`config.mk`:
```
export PLATFORM = sky130hd
export DESIGN_NAME = vector_op_sequencer_flat
export DESIGN_NICKNAME = d
export VERILOG_FILES = /design/src/rtl/vector_op_sequencer_pkg.sv /design/src/rtl/vector_op_sequencer_if.sv /design/src/rtl/vector_op_sequencer_fifo.sv /design/src/rtl/vector_op_sequencer.sv /design/src/flat_wrapper.sv
export SDC_FILE = /design/constraint.sdc
export NUM_CORES = 1
export LEC_CHECK = 0
export CAP_MARGIN = 20
export CORE_ASPECT_RATIO = 0.9
export CORE_MARGIN = 2
export CORE_UTILIZATION = 49
export CTS_CLUSTER_SIZE = 28
export DETAILED_ROUTE_END_ITERATION = 16
export PLACE_DENSITY = 0.86
export SLEW_MARGIN = 20
export SYNTH_ARGS = -nofsm -noshare
export SYNTH_HDL_FRONTEND = slang
export SYNTH_SLANG_ARGS = --single-unit
```
`constraint.sdc`:
```
create_clock -name i_clk -period 2.4 [get_ports i_clk]
set_clock_uncertainty 0.2 [all_clocks]
set_input_delay 0.72 -clock i_clk [delete_from_list [all_inputs] [get_ports i_clk]]
set_output_delay 0.72 -clock i_clk [all_outputs]
set_load 0.02 [all_outputs]
```
`src/rtl/vector_op_sequencer_pkg.sv`:
```
// Shared types for the vector op sequencer: command codes and sequencer FSM states.
// No logic, so no latency.
// No handshake, so no backpressure.
package vec_pkg;

    // Command issued by the command decoder. CMD_NONE never starts a sweep.
    typedef enum logic [2:0] {
        CMD_NONE   = 3'd0,
        CMD_READ_A = 3'd1,
        CMD_READ_B = 3'd2,
        CMD_SUM    = 3'd3,
        CMD_AVG    = 3'd4,
        CMD_MAN    = 3'd5,
        CMD_EUC    = 3'd6,
        CMD_DOT    = 3'd7
    } cmd_t;

    // Sweep sequencer states.
    typedef enum logic [1:0] {
        S_IDLE  = 2'd0,
        S_ISSUE = 2'd1,
        S_DRAIN = 2'd2,
        S_DONE  = 2'd3
    } seq_state_t;

endpackage

```
`src/rtl/vector_op_sequencer_if.sv`:
```
// Element-pair stream from the sequencer to the operation datapath.
// Wires only, so no latency.
// Transfer when elem_valid & elem_ready; the master holds the payload while stalled.
interface vector_op_sequencer_if #(
    parameter int DATA_W = 10,
    parameter int ADDR_W = 10
);
    logic              elem_valid;
    logic              elem_ready;
    logic [DATA_W-1:0] elem_a;
    logic [DATA_W-1:0] elem_b;
    logic [ADDR_W-1:0] elem_idx;
    logic              elem_last;

    modport master (
        output elem_valid, elem_a, elem_b, elem_idx, elem_last,
        input  elem_ready
    );

    modport slave (
        input  elem_valid, elem_a, elem_b, elem_idx, elem_last,
        output elem_ready
    );
endinterface

```
`src/rtl/vector_op_sequencer_fifo.sv`:
```
// Small synchronous FIFO with fall-through output (head entry visible while not empty).
// Latency: a push is visible at the output the cycle after it is written.
// Backpressure: pushes are dropped when full with no pop; the caller's credit scheme prevents that.
module seq_skid_fifo #(
    parameter  int DEPTH = 4,
    parameter  int WIDTH = 8,
    localparam int PTR_W = (DEPTH > 1) ? $clog2(DEPTH) : 1,
    localparam int CNT_W = $clog2(DEPTH + 1)
) (
    input  logic             i_clk,
    input  logic             i_reset,      // synchronous, active-low
    input  logic             i_flush,
    input  logic             i_push,
    input  logic [WIDTH-1:0] i_push_dat,
    input  logic             i_pop,
    output logic [WIDTH-1:0] o_pop_dat,
    output logic [CNT_W-1:0] o_count,
    output logic             o_empty
);

    logic [WIDTH-1:0] r_mem [DEPTH];
    logic [PTR_W-1:0] r_wr_ptr;
    logic [PTR_W-1:0] r_rd_ptr;
    logic [CNT_W-1:0] r_count;
    logic             w_push;
    logic             w_pop;
    logic             w_full;

    function automatic logic [PTR_W-1:0] ptr_inc(input logic [PTR_W-1:0] p);
        return (p == PTR_W'(DEPTH - 1)) ? '0 : p + PTR_W'(1);
    endfunction

    assign o_empty   = (r_count == '0);
    assign w_full    = (r_count == CNT_W'(DEPTH));
    assign w_pop     = i_pop && !o_empty;
    // A pop frees the head slot in the same cycle, so a push into a full FIFO is safe then.
    assign w_push    = i_push && (!w_full || w_pop);
    assign o_pop_dat = r_mem[r_rd_ptr];
    assign o_count   = r_count;

    // Storage write; contents need no reset because occupancy is tracked by r_count.
    always_ff @(posedge i_clk) begin
        if (w_push) begin
            r_mem[r_wr_ptr] <= i_push_dat;
        end
    end

    // Pointer and occupancy bookkeeping; reset and flush both empty the FIFO.
    always_ff @(posedge i_clk) begin
        if (!i_reset || i_flush) begin
            r_wr_ptr <= '0;
            r_rd_ptr <= '0;
            r_count  <= '0;
        end else begin
            if (w_push) begin
                r_wr_ptr <= ptr_inc(r_wr_ptr);
            end
            if (w_pop) begin
                r_rd_ptr <= ptr_inc(r_rd_ptr);
            end
            case ({w_push, w_pop})
                2'b10:   r_count <= r_count + CNT_W'(1);
                2'b01:   r_count <= r_count - CNT_W'(1);
                default: r_count <= r_count;
            endcase
        end
    end

endmodule

```
`src/rtl/vector_op_sequencer.sv`:
```
// Sweeps BRAM A/B read addresses 0..N_ELEMS-1 and streams element pairs to the datapath.
// Latency: start in cycle 0, first elem_valid in cycle BRAM_LAT+2, op_done N_ELEMS+BRAM_LAT+3 at full rate.
// Backpressure: reads are issued only while FIFO occupancy plus in-flight reads leave room.
module vector_op_sequencer
    import vec_pkg::*;
#(
    parameter int N_ELEMS  = 1024,
    parameter int ADDR_W   = 10,
    parameter int DATA_W   = 10,
    parameter int BRAM_LAT = 2
) (
    input  logic              i_clk,
    input  logic              i_reset,            // synchronous, active-low
    input  logic              i_start,
    input  cmd_t              i_command,
    input  logic              i_abort,
    output logic [ADDR_W-1:0] o_bram_a_read_addr,
    output logic [ADDR_W-1:0] o_bram_b_read_addr,
    input  logic [DATA_W-1:0] i_bram_a_dout,
    input  logic [DATA_W-1:0] i_bram_b_dout,
    vector_op_sequencer_if.master elem_if,
    output cmd_t              o_op_code,
    output logic              o_busy,
    output logic              o_op_done
);

    // FIFO must cover every read that can be in flight plus slack for a full-rate stream.
    localparam int FIFO_DEPTH = BRAM_LAT + 2;
    localparam int FCNT_W     = $clog2(FIFO_DEPTH + 1);
    localparam int OUT_W      = $clog2(2 * FIFO_DEPTH + 1);
    localparam logic [ADDR_W-1:0] LAST_IDX = ADDR_W'(N_ELEMS - 1);

    typedef struct packed {
        logic              last;
        logic [ADDR_W-1:0] idx;
        logic [DATA_W-1:0] a;
        logic [DATA_W-1:0] b;
    } elem_t;

    seq_state_t        r_state;
    seq_state_t        w_state_nxt;
    logic [ADDR_W-1:0] r_addr;
    cmd_t              r_op_code;
    logic [BRAM_LAT-1:0] r_sr_vld;
    logic [ADDR_W-1:0] r_sr_idx [BRAM_LAT];

    logic              w_accept_start;
    logic              w_issue;
    logic              w_flush;
    logic              w_credit_ok;
    logic [OUT_W-1:0]  w_inflight;
    logic [OUT_W-1:0]  w_outstanding;
    logic [FCNT_W-1:0] w_fifo_count;
    logic              w_fifo_empty;
    logic              w_pop;
    logic              w_tap_vld;
    logic [ADDR_W-1:0] w_tap_idx;
    elem_t             w_push_dat;
    elem_t             w_pop_dat;

    assign w_tap_vld = r_sr_vld[BRAM_LAT-1];
    assign w_tap_idx = r_sr_idx[BRAM_LAT-1];

    // Count reads issued to the BRAMs whose data has not yet landed in the FIFO.
    always_comb begin
        w_inflight = '0;
        for (int k = 0; k < BRAM_LAT; k++) begin
            w_inflight = w_inflight + OUT_W'(r_sr_vld[k]);
        end
    end

    // Same-cycle pops are deliberately not credited, keeping the check off the ready path.
    assign w_outstanding = OUT_W'(w_fifo_count) + w_inflight;
    assign w_credit_ok   = (w_outstanding < OUT_W'(FIFO_DEPTH));

    // State register.
    always_ff @(posedge i_clk) begin
        if (!i_reset) begin
            r_state <= S_IDLE;
        end else begin
            r_state <= w_state_nxt;
        end
    end

    // Next-state and control decode: start acceptance, read issue, abort flush, done pulse.
    always_comb begin
        w_state_nxt    = r_state;
        w_accept_start = 1'b0;
        w_issue        = 1'b0;
        w_flush        = 1'b0;
        o_op_done      = 1'b0;
        case (r_state)
            S_IDLE: begin
                if (i_start && (i_command != CMD_NONE)) begin
                    w_accept_start = 1'b1;
                    w_state_nxt    = S_ISSUE;
                end
            end
            S_ISSUE: begin
                if (i_abort) begin
                    w_flush     = 1'b1;
                    w_state_nxt = S_IDLE;
                end else if (w_credit_ok) begin
                    w_issue = 1'b1;
                    if (r_addr == LAST_IDX) begin
                        w_state_nxt = S_DRAIN;
                    end
                end
            end
            S_DRAIN: begin
                if (i_abort) begin
                    w_flush     = 1'b1;
                    w_state_nxt = S_IDLE;
                end else if ((w_inflight == '0) && w_fifo_empty) begin
                    w_state_nxt = S_DONE;
                end
            end
            S_DONE: begin
                o_op_done   = 1'b1;
                w_state_nxt = S_IDLE;
            end
            default: begin
                w_state_nxt = S_IDLE;
            end
        endcase
    end

    // Read address and latched command; the address parks on the last index after a sweep.
    always_ff @(posedge i_clk) begin
        if (!i_reset) begin
            r_addr    <= '0;
            r_op_code <= CMD_NONE;
        end else if (w_accept_start) begin
            r_addr    <= '0;
            r_op_code <= i_command;
        end else if (w_issue && (r_addr != LAST_IDX)) begin
            r_addr <= r_addr + ADDR_W'(1);
        end
    end

    // Valid tags for reads in flight through the BRAM pipeline; dropped on abort.
    always_ff @(posedge i_clk) begin
        if (!i_reset || w_flush) begin
            r_sr_vld <= '0;
        end else begin
            r_sr_vld[0] <= w_issue;
            for (int k = 1; k < BRAM_LAT; k++) begin
                r_sr_vld[k] <= r_sr_vld[k-1];
            end
        end
    end

    // Element index travelling alongside each in-flight read; only meaningful when tagged valid.
    always_ff @(posedge i_clk) begin
        r_sr_idx[0] <= r_addr;
        for (int k = 1; k < BRAM_LAT; k++) begin
            r_sr_idx[k] <= r_sr_idx[k-1];
        end
    end

    // Single-vector reads zero the unused operand before it enters the FIFO.
    always_comb begin
        w_push_dat      = '0;
        w_push_dat.last = (w_tap_idx == LAST_IDX);
        w_push_dat.idx  = w_tap_idx;
        w_push_dat.a    = (r_op_code == CMD_READ_B) ? '0 : i_bram_a_dout;
        w_push_dat.b    = (r_op_code == CMD_READ_A) ? '0 : i_bram_b_dout;
    end

    assign w_pop = !w_fifo_empty && elem_if.elem_ready;

    seq_skid_fifo #(
        .DEPTH (FIFO_DEPTH),
        .WIDTH ($bits(elem_t))
    ) u_fifo (
        .i_clk      (i_clk),
        .i_reset    (i_reset),
        .i_flush    (w_flush),
        .i_push     (w_tap_vld),
        .i_push_dat (w_push_dat),
        .i_pop      (w_pop),
        .o_pop_dat  (w_pop_dat),
        .o_count    (w_fifo_count),
        .o_empty    (w_fifo_empty)
    );

    assign elem_if.elem_valid = !w_fifo_empty;
    assign elem_if.elem_a     = w_pop_dat.a;
    assign elem_if.elem_b     = w_pop_dat.b;
    assign elem_if.elem_idx   = w_pop_dat.idx;
    assign elem_if.elem_last  = w_pop_dat.last;

    assign o_bram_a_read_addr = r_addr;
    assign o_bram_b_read_addr = r_addr;
    assign o_op_code          = r_op_code;
    assign o_busy             = (r_state != S_IDLE);

endmodule
```
`src/flat_wrapper.sv`:
```
// flat-port wrapper written by rule: the top's interface ports become plain ports
module vector_op_sequencer_flat import vec_pkg::*;
#(
    parameter int N_ELEMS  = 1024,
    parameter int ADDR_W   = 10,
    parameter int DATA_W   = 10,
    parameter int BRAM_LAT = 2
)
  (i_clk, i_reset, i_start, i_command, i_abort, o_bram_a_read_addr, o_bram_b_read_addr, i_bram_a_dout, i_bram_b_dout, o_op_code, o_busy, o_op_done, elem_if_elem_valid, elem_if_elem_a, elem_if_elem_b, elem_if_elem_idx, elem_if_elem_last, elem_if_elem_ready);
  vector_op_sequencer_if #(.DATA_W(DATA_W), .ADDR_W(ADDR_W)) elem_if_i ();
  input  logic i_clk;
  input  logic i_reset;
  input  logic i_start;
  input  cmd_t i_command;
  input  logic i_abort;
  output logic [ADDR_W-1:0] o_bram_a_read_addr;
  output logic [ADDR_W-1:0] o_bram_b_read_addr;
  input  logic [DATA_W-1:0] i_bram_a_dout;
  input  logic [DATA_W-1:0] i_bram_b_dout;
  output cmd_t o_op_code;
  output logic o_busy;
  output logic o_op_done;
  output wire logic [$bits(elem_if_i.elem_valid)-1:0] elem_if_elem_valid;
  output wire logic [$bits(elem_if_i.elem_a)-1:0] elem_if_elem_a;
  output wire logic [$bits(elem_if_i.elem_b)-1:0] elem_if_elem_b;
  output wire logic [$bits(elem_if_i.elem_idx)-1:0] elem_if_elem_idx;
  output wire logic [$bits(elem_if_i.elem_last)-1:0] elem_if_elem_last;
  input wire logic [$bits(elem_if_i.elem_ready)-1:0] elem_if_elem_ready;
  assign elem_if_elem_valid = elem_if_i.elem_valid;
  assign elem_if_elem_a = elem_if_i.elem_a;
  assign elem_if_elem_b = elem_if_i.elem_b;
  assign elem_if_elem_idx = elem_if_i.elem_idx;
  assign elem_if_elem_last = elem_if_i.elem_last;
  assign elem_if_i.elem_ready = elem_if_elem_ready;
  vector_op_sequencer #(.N_ELEMS(N_ELEMS), .ADDR_W(ADDR_W), .DATA_W(DATA_W), .BRAM_LAT(BRAM_LAT)) u_core (.i_clk(i_clk), .i_reset(i_reset), .i_start(i_start), .i_command(i_command), .i_abort(i_abort), .o_bram_a_read_addr(o_bram_a_read_addr), .o_bram_b_read_addr(o_bram_b_read_addr), .i_bram_a_dout(i_bram_a_dout), .i_bram_b_dout(i_bram_b_dout), .elem_if(elem_if_i), .o_op_code(o_op_code), .o_busy(o_busy), .o_op_done(o_op_done));
endmodule
```
==> results of run 1 <==
through the flow:
| stage | setup WS [ps] | TNS, ps | hold slack [ps] | power (mW) | utilization (%) |
|---|---|---|---|---|---|
| 3_3_place_gp | -304 | -42500 | 112 | 3.81 | 59.5 |
| 3_5_place_dp | -370 | -51540 | 112 | 3.83 | 59.5 |
| 4_1_cts | -339 | -8260 | 126 | 6.59 | 65.0 |
| 5_1_grt | -326 | -8370 | 128 | 6.73 | 64.9 |
| 2_1_floorplan | 146 | 0 | 110 | 3.57 | - |
| 6_report | -255 | -6600 | 126 | 6.54 | 64.9 |
state kept, by name, summed over array words and instances, names as in the netlist, named ones only:
signal                     cells
u_core.o_bram_a_read_addr     10
u_core.o_op_code               3
u_core.r_sr_idx               20
u_core.r_sr_vld                2
u_core.r_state                 2
u_core.u_fifo.o_count          3
u_core.u_fifo.r_mem          124
u_core.u_fifo.r_rd_ptr         2
u_core.u_fifo.r_wr_ptr         2
worst min-delay path by stage:
stage	end	startpoint	cells after the start
finish	u_core.r_sr_idx[0][14]	u_core.r_sr_idx[0][4]	0
global route	u_core.r_sr_idx[0][11]	u_core.r_sr_idx[0][1]	0
CTS	u_core.r_sr_idx[0][12]	u_core.r_sr_idx[0][2]	0
detailed placement	u_core.r_sr_idx[0][12]	u_core.r_sr_idx[0][2]	0
global placement	u_core.r_sr_idx[0][16]	u_core.r_sr_idx[0][6]	0
floorplan	u_core.r_sr_idx[0][10]	u_core.r_sr_idx[0][0]	0
Yosys cell counts, types with 2 or more instances:
master | instances | area (sq um)
edfxtp_1 | 124 | 3720
dfxtp_1 | 46 | 921
mux4_2 | 31 | 698
nor2b_1 | 21 | 131
nand2_1 | 20 | 75.1
a21oi_1 | 18 | 90.1
ha_1 | 14 | 175
nor2_1 | 12 | 45.0
inv_1 | 11 | 41.3
buf_4 | 10 | 75.1
nand3_1 | 7 | 35.0
o31ai_1 | 6 | 45.0
or4_1 | 6 | 45.0
buf_2 | 5 | 25.0
mux2i_1 | 5 | 50.1
nand4_1 | 5 | 31.3
nor3_1 | 4 | 20.0
or3_1 | 4 | 25.0
and3_1 | 3 | 18.8
and3_2 | 3 | 22.5
clkbuf_1 | 3 | 11.3
and2_1 | 2 | 12.5
nand2b_1 | 2 | 12.5
nor3b_1 | 2 | 15.0
o21ai_0 | 2 | 10.0
layout make-up:
cell class                      instances  area, sq um  area share [%]
Clock buffer                           23          532            6.20
Clock inverter                          9         78.8           0.920
Inverter                               11         41.3           0.482
Multi-Input combinational cell        186         1770            20.7
Sequential cell                       170         4650            54.3
Tap cell                              168          210            2.45
Timing Repair Buffer                  119         1290            15.0
worst register-to-register path: cells and delay by family, from the launching register on:
family / cells / cell delay [ps]
and+or+nand+nor: 2 / 750
adders and majority gates: 2 / 500
DFF: 1 / 320
AOI/OAI and AO/OA: 2 / 480
timing repair:
action / CTS / global route
pin swaps: 0 / 1
endpoints found under the setup margin: 56 / 37
cloned: 2 / 0
setup buffers: 1 / 1
resized for setup: 214 / 7
where the power goes:
group / internal [mW] / switching, mW
Sequential: 3.19 / 0.0307
Combinational: 0.298 / 0.288
Clock: 1.66 / 1.07
logic make-up after synthesis:
group	count (synthesis)
flops	170
simple gates	97
compound gates	37
mux	37
buf+inv	30
fa+ha+maj	15
routing by layer:
metal / vias up / track usage [%] / share of wire [%]
met1: 1915 / 24.6 / 40
met3: 20 / 5.53 / 5.1
met4: 0 / 8.21 / 2.4
li1: 1736 / - / -
met5: - / 0 / 0
met2: 126 / 35.3 / 52
==> metrics.yaml, run 1 <==
ant_nets: 0
cts_buffers: 17
ys_types: 45
reg2regPathDepth: 6
die_y_um: 114
num_antenna_cells: 0
crit_cells: 3
setup_ws_ps: -255
ir_drop_uv: 514
synthXorXnorAreaFrac_pct: 0
grt.overflow.total: 0
syn_nets: 429
first_iter_violations: 247
vias: 3797
path_delay_family: "multiplexers"
dpl_cell_area_sq_um: 7860
ys_ff_latch: 170
final_cell_mix: "edfxtp_1 (124), dfxtp_1 (43), buf_6 (32)"
worstHoldPathType: "flip-flop to flip-flop"
port_buffers: 84
crit_path_max_incr_delay_ps: 540
clk_root_buffer_cell: "clkbuf_16"
detail_route.wirelength_um: 14000
critical_path_arrival_ps: 1740
crit_chain: "buf_12, mux4_2, buf_6"
cp.required_ps: 1480
tightest_slew_ps: 492
synth_mux_area_share_pct: 11.6
setup.worst_path.start_class: "flip-flop"
worstSkewPairLatency_ps: 410
clock.fmax_ghz: 0.377
slew_headroom_pct: 66.7
gp_congestion: 0.834
yosysWarnings: 0
grt_pass1_vias: 3868
rsz0062_at_grt: "true"
die_w_um: 126
synth-edff-count: 124
drive_gt1_share_pct: 28.2
fin_crit_sh_pct: 111
cts.path.max_buffers: 2
syn_area_sq_um: 6560
crit_end: "elem_if_elem_idx[6]"
avgViaCountPerCell: 5.53
die-area_sq_um: 14300
drt_first_pass_iters: 4
maxSlewViolCount: 0
nets: 548
synthArstFlopShare_pct: 0
netlist_instances: 386
initial_utilization_pct: 49.7
drt-wirelength-per-cell_um: 20.4
worstReg2RegEnd: "u_core.o_bram_a_read_addr[5]"
clk_pin_slew_worst_paths_ps: 60
p_leak_nw: 3.08
hold_viol_final: 0
grt_max_degree: 32
ys_seq_area_share_pct: 70.8
postCtsHoldBufs: 0
period_needed_ps: 2660
worst-path-buf-inv: 2
path_max_fanout: 8
cts_tree: "done"
status: "finished, violations left"
cts.sinks: 170
syn_avg_cell_area_sq_um: 17.0
setup_viol: 31
htree_num_levels: 4
maxCapViolations: 0
synth_fa_ha_area_share_pct: 2.97
stdcell_count: 686
hpwl_um: 8710
endpoint_kind: "primary output"
worstReg2RegStart: "u_core.r_sr_vld[1]"
stdcell_area_sq_um: 8570
p_per_area_nw_per_um2: 763
synth_compound_area_share_pct: 3.81
drc: 0
antenna_found_initial: 0
synth-simple-area-share_pct: 8.35
violations: "negative setup slack"
num_rows: 40
grt_pass1_wl_um: 21600
coreArea_sq_um: 13200
critPathKind: "flip-flop to primary output"
fill_cells: 924
syn2layout_area_growth_pct: 30.6
pin_count: 85
grt_usage_pct: 20.4
synth_top_family_by_area: "multiplexers"
r2r_setup_slack_ps: 80
ys.flop_type: "edfxtp_1"
crit_slowest_cell: "mux4_2"
dp.cells: 651
mostFrequentLayoutCell: "edfxtp_1"
No activity file was read; power rests on OpenSTA's default activity.
==> inputs of run 2 (changes only) <==
--- a/config.mk
+++ b/config.mk
@@ -8,10 +8,10 @@
 export CAP_MARGIN = 20
 export CORE_ASPECT_RATIO = 0.9
 export CORE_MARGIN = 2
-export CORE_UTILIZATION = 49
+export CORE_UTILIZATION = 36
 export CTS_CLUSTER_SIZE = 28
 export DETAILED_ROUTE_END_ITERATION = 16
-export PLACE_DENSITY = 0.86
+export PLACE_DENSITY = 0.66
 export SLEW_MARGIN = 20
 export SYNTH_ARGS = -nofsm -noshare
 export SYNTH_HDL_FRONTEND = slang
==> metrics.yaml, run 2 (synthesis gave the netlist of run 1 again) <==
num_rows: 46
syn2layout_area_growth_pct: 31.7
worstHoldPathType: "flip-flop to flip-flop"
pin_count: 85
setup.worst_path.start_class: "flip-flop"
first_iter_violations: 235
worstReg2RegStart: "u_core.r_sr_vld[1]"
finalCoreUtilization_pct: 48.8
status: "finished, violations left"
antenna_found_initial: 0
largest_reg_flops: 124
nets: 550
cts.path.max_buffers: 2
cts.sinks: 170
fin_crit_sh_pct: 112
clock.fmax_ghz: 0.373
cts_buffers: 17
die-area_sq_um: 19300
ir_drop_uv: 479
clk_pin_slew_worst_paths_ps: 70
maxCapViolations: 0
ant_nets: 0
critPathKind: "flip-flop to primary output"
power_mw: 6.47
drive_gt1_share_pct: 28.7
drt_first_pass_iters: 5
regMostFlops: "u_core.u_fifo.r_mem"
violations: "negative setup slack"
initial_utilization_pct: 37.0
worstSkewPairLatency_ps: 420
hpwl_um: 8120
grt_pass1_vias: 3889
die_w_um: 146
dpl_cell_area_sq_um: 7880
port_buffers: 84
period_needed_ps: 2680
min_from: "u_core.r_sr_idx[0][2]"
grt_pass1_wl_um: 20500
grt_max_degree: 32
cp.required_ps: 1480
drc: 0
coreArea_sq_um: 17700
grt_usage_pct: 13.8
clk_root_buffer_cell: "clkbuf_16"
htree_num_levels: 4
hold_viol_final: 0
final_cell_mix: "edfxtp_1 (124), dfxtp_1 (43), clkdlybuf4s50_1 (34)"
gp_congestion: 0.748
path_max_fanout: 5
p_per_area_nw_per_um2: 749
mostFrequentLayoutCell: "edfxtp_1"
p_leak_nw: 3.03
cts_tree: "done"
critical_path_arrival_ps: 1760
endpoint_kind: "primary output"
fin_setup_tns_ps: -7160
detail_route.wirelength_um: 12900
die_y_um: 132
num_antenna_cells: 0
setup_ws_ps: -283
slew_headroom_pct: 69.1
rsz0062_at_grt: "true"
vias: 3719
setup_viol: 31
maxSlewViolCount: 0
tightest_slew_ps: 460
drt-wirelength-per-cell_um: 17.0
grt.overflow.total: 0
stdcell_area_sq_um: 8640
avgViaCountPerCell: 4.89
==> run 2: cell count changes in the layout (fill, tap and decap cells not counted), moves of 3 or more <==
cell	delta
buf_6	-4
buf_2	+4
inv_6	+5
buf_4	+3
buf_12	-3
inv_8	+3
clkinv_2	-5
clkdlybuf4s50_1	+3
==> run 2: final cells by class <==
class / count / area [sq um]
inverters: 11 / 41.3
clock inverters: 14 / 149
repair buffers: 121 / 1270
fillers: 1520 / 9080
flip-flops and latches: 170 / 4650
well taps: 240 / 300
clock buffers: 18 / 429
multi-input cells: 186 / 1800
==> run 2: metal layers <==
metal	vias up	global-route usage, %	wire [um]
met4	0	3.88	121
met3	11	4.29	746
met1	1854	17.7	5710
met5	-	0	0
li1	1741	-	-
met2	113	22.7	6370
==> run 2: timing repair <==
| item | in CTS | in global routing |
|---|---|---|
| setup endpoints to repair | 55 | 42 |
| pin swaps | 0 | 2 |
| resized for setup | 201 | 18 |
| setup buffers | 2 | 3 |
| hold endpoints to repair | 0 | 0 |
| cloned | 3 | 1 |
| hold buffers | 0 | 0 |
==> run 2: worst paths after layout <==
check | end | slack (ps) | cells past startpoint
worst min-delay path | u_core.r_sr_idx[0][12] | 120 | 0
worst max-delay path | elem_if_elem_a[1] | -280 | 4
worst min register to register | u_core.r_sr_idx[0][12] | 120 | 0
worst max register to register | u_core.o_bram_a_read_addr[4] | 130 | 6
==> run 2: report_power, final <==
part / internal [mW] / switching [mW] / total (mW)
sequential: 3.18 / 0.0309 / 3.22
clock: 1.47 / 1.18 / 2.65
combinational: 0.311 / 0.292 / 0.603
==> run 2: per-stage QoR <==
stage / std cells / worst slack [ps] / hold WS [ps]
detailed placement: 720 / -369 / 112
floorplan: 386 / 146 / 110
global placement: 720 / -354 / 111
finish: 760 / -283 / 124
CTS: 757 / -324 / 122
global route: 760 / -351 / 127
==> run 2: critical path, stage by stage (launching register included) <==
cell and delay [ps]:
dfxtp_4 410, buf_4 150, clkbuf_16 140, mux4_2 480
buf_2 170
==> inputs of run 3 (changes only) <==
--- a/config.mk
+++ b/config.mk
@@ -11,7 +11,7 @@
 export CORE_UTILIZATION = 36
 export CTS_CLUSTER_SIZE = 28
 export DETAILED_ROUTE_END_ITERATION = 16
-export PLACE_DENSITY = 0.66
+export PLACE_DENSITY = 0.64
 export SLEW_MARGIN = 20
 export SYNTH_ARGS = -nofsm -noshare
 export SYNTH_HDL_FRONTEND = slang
==> constraint.sdc (replaced) <==
create_clock -name i_clk -period 2.84 [get_ports i_clk]
set_clock_uncertainty 0.2 [all_clocks]
set_input_delay 0.852 -clock i_clk [delete_from_list [all_inputs] [get_ports i_clk]]
set_output_delay 0.852 -clock i_clk [all_outputs]
set_load 0.02 [all_outputs]
==> metrics.yaml, run 3 (synthesis gave the netlist of run 1 again) <==
seqPwrFrac_pct: 49.3
final_cell_mix: "edfxtp_1 (124), clkdlybuf4s50_1 (52), dfxtp_1 (44)"
reg2regPathDepth: 6
setup_ws_ps: -18.7
avgViaCountPerCell: 4.87
status: "finished, violations left"
hpwl_um: 7770
p_clk_share_pct: 42.5
maxSlewViolCount: 0
num_antenna_cells: 0
gp_congestion: 0.756
critPathKind: "flip-flop to primary output"
clock.fmax_ghz: 0.350
cts.sinks: 170
rsz0062_at_grt: "true"
hold-path-cell-count: 0
cts_tree: "done"
regArea_sq_um: 4650
antenna_found_initial: 0
fill_cells: 1543
num_rows: 46
grt_pass1_vias: 3868
vias: 3648
p_int_mw: 4.32
tightest_slew_ps: 533
port_buffers: 84
cts_buffers: 17
htree_num_levels: 4
hold_viol_final: 0
regMostFlops: "u_core.u_fifo.r_mem"
violations: "negative setup slack"
cp.required_ps: 1790
grt_max_degree: 32
grt_usage_pct: 13.5
die_w_um: 146
clk_pin_slew_worst_paths_ps: 60
die_y_um: 132
whs_endpoint: "u_core.r_sr_idx[0][18]"
dp.cells: 710
mostFrequentLayoutCell: "edfxtp_1"
nets: 539
setup.worst_path.start_class: "flip-flop"
die-area_sq_um: 19300
initial_utilization_pct: 37.0
ir_drop_uv: 469
grt.overflow.total: 0
ant_nets: 0
min_from: "u_core.r_sr_idx[0][8]"
power.net_switching_mw: 1.20
maxCapViolations: 0
slew_headroom_pct: 64.2
setup_viol: 2
first_iter_violations: 224
period_needed_ps: 2860
coreArea_sq_um: 17700
pin_count: 85
clk_root_buffer_cell: "clkbuf_16"
endpoint_kind: "primary output"
largest_reg_flops: 124
worstHoldPathType: "flip-flop to flip-flop"
drc: 0
multi_input_area_sq_um: 1770
r2r_setup_slack_ps: 230
critical_path_arrival_ps: 1810
drt-wirelength-per-cell_um: 16.7
stdcell_area_sq_um: 8440
dpl_cell_area_sq_um: 7810
worstReg2RegEnd: "u_core.o_bram_a_read_addr[7]"
detail_route.wirelength_um: 12500
worstReg2RegStart: "u_core.r_sr_vld[1]"
syn2layout_area_growth_pct: 28.6
swShare_pct: 21.8
p_comb_share_pct: 8.2
fin_crit_sh_pct: 101
path_max_fanout: 6
drive_gt1_share_pct: 26.3
cts.path.max_buffers: 2
p_leak_nw: 2.83
drt_first_pass_iters: 4
grt_pass1_wl_um: 20200
p_per_area_nw_per_um2: 654
stdcell_count: 749
worstSkewPairLatency_ps: 410
## run 3: changes by cell type in the layout (fill, tap and decap cells not counted), moves of 2 or more
cell and delta:
buf_6 -27, buf_2 +18, clkdlybuf4s50_1 +18, dlygate4sd2_1 -15
buf_4 -7, clkdlybuf4s15_2 +5, inv_6 -3, bufinv_16 +2
clkinv_4 +2, inv_8 -2, nor3b_1 -2, nor3b_2 +2
## run 3: stage by stage
stage / setup TNS [ps] / hold WS (ps) / power, mW / utilization, % / worst slack, ps
2_1_floorplan: 0 / 110 / 3.02 / - / 259
5_1_grt: -1010 / 133 / 5.72 / 47.6 / -89.8
3_3_place_gp: -5750 / 112 / 3.21 / 44.1 / -51.6
4_1_cts: -313 / 129 / 5.57 / 47.6 / -57.8
6_report: -25.3 / 127 / 5.52 / 47.6 / -18.7
3_5_place_dp: -7720 / 116 / 3.22 / 44.1 / -70.1
## run 3: repair_timing
| item | 4_1_cts | 5_1_grt |
|---|---|---|
| setup buffers | 5 | 0 |
| hold buffers | 0 | 0 |
| endpoints found under the setup margin | 33 | 23 |
| gates resized for setup | 123 | 7 |
| gates cloned | 2 | 0 |
## run 3: worst max path at each step
stage,endpoint,startpoint,cells after the start
4_1_cts,elem_if_elem_idx[4],flip-flop,3
3_5_place_dp,u_core.u_fifo.r_mem[0][10],elem_if_elem_ready,4
6_report,elem_if_elem_idx[9],flip-flop,4
5_1_grt,elem_if_elem_idx[9],flip-flop,4
2_1_floorplan,u_core.u_fifo.r_mem[0][0],elem_if_elem_ready,3
3_3_place_gp,u_core.u_fifo.r_mem[0][10],elem_if_elem_ready,4
## run 3: final cells by class
class | instances | area share (%)
sequential | 170 | 55.1
tap | 240 | 3.56
timing repair buffer | 110 | 12.6
clock inverter | 15 | 2.25
inverter | 11 | 0.489
clock buffer | 17 | 5.04
multi-input combinational | 186 | 21.0
## run 3: worst max-delay path, cell delays in order (launching register included)
cell and delay (ps):
dfxtp_4 420, buf_4 150, buf_12 120, mux4_2 550
buf_6 160
## run 3: power groups by stage
stage / Clock [mW] / Combinational [mW] / Sequential, mW
CTS: 2.39 / 0.459 / 2.72
global placement: 0 / 0.442 / 2.77
finish: 2.35 / 0.452 / 2.72
detailed placement: 0 / 0.451 / 2.77
floorplan: 0 / 0.248 / 2.77
global route: 2.51 / 0.493 / 2.72
## run 3: metal layers
| layer | wire [um] | part of all wire (%) | track usage, % | vias up |
|---|---|---|---|---|
| met5 | 0 | 0 | 0 | - |
| met4 | 37 | 0.30 | 4.26 | 0 |
| met3 | 795 | 6.4 | 3.77 | 2 |
| met2 | 6050 | 48 | 22.0 | 113 |
| met1 | 5600 | 45 | 17.7 | 1811 |
| li1 | - | - | - | 1722 |
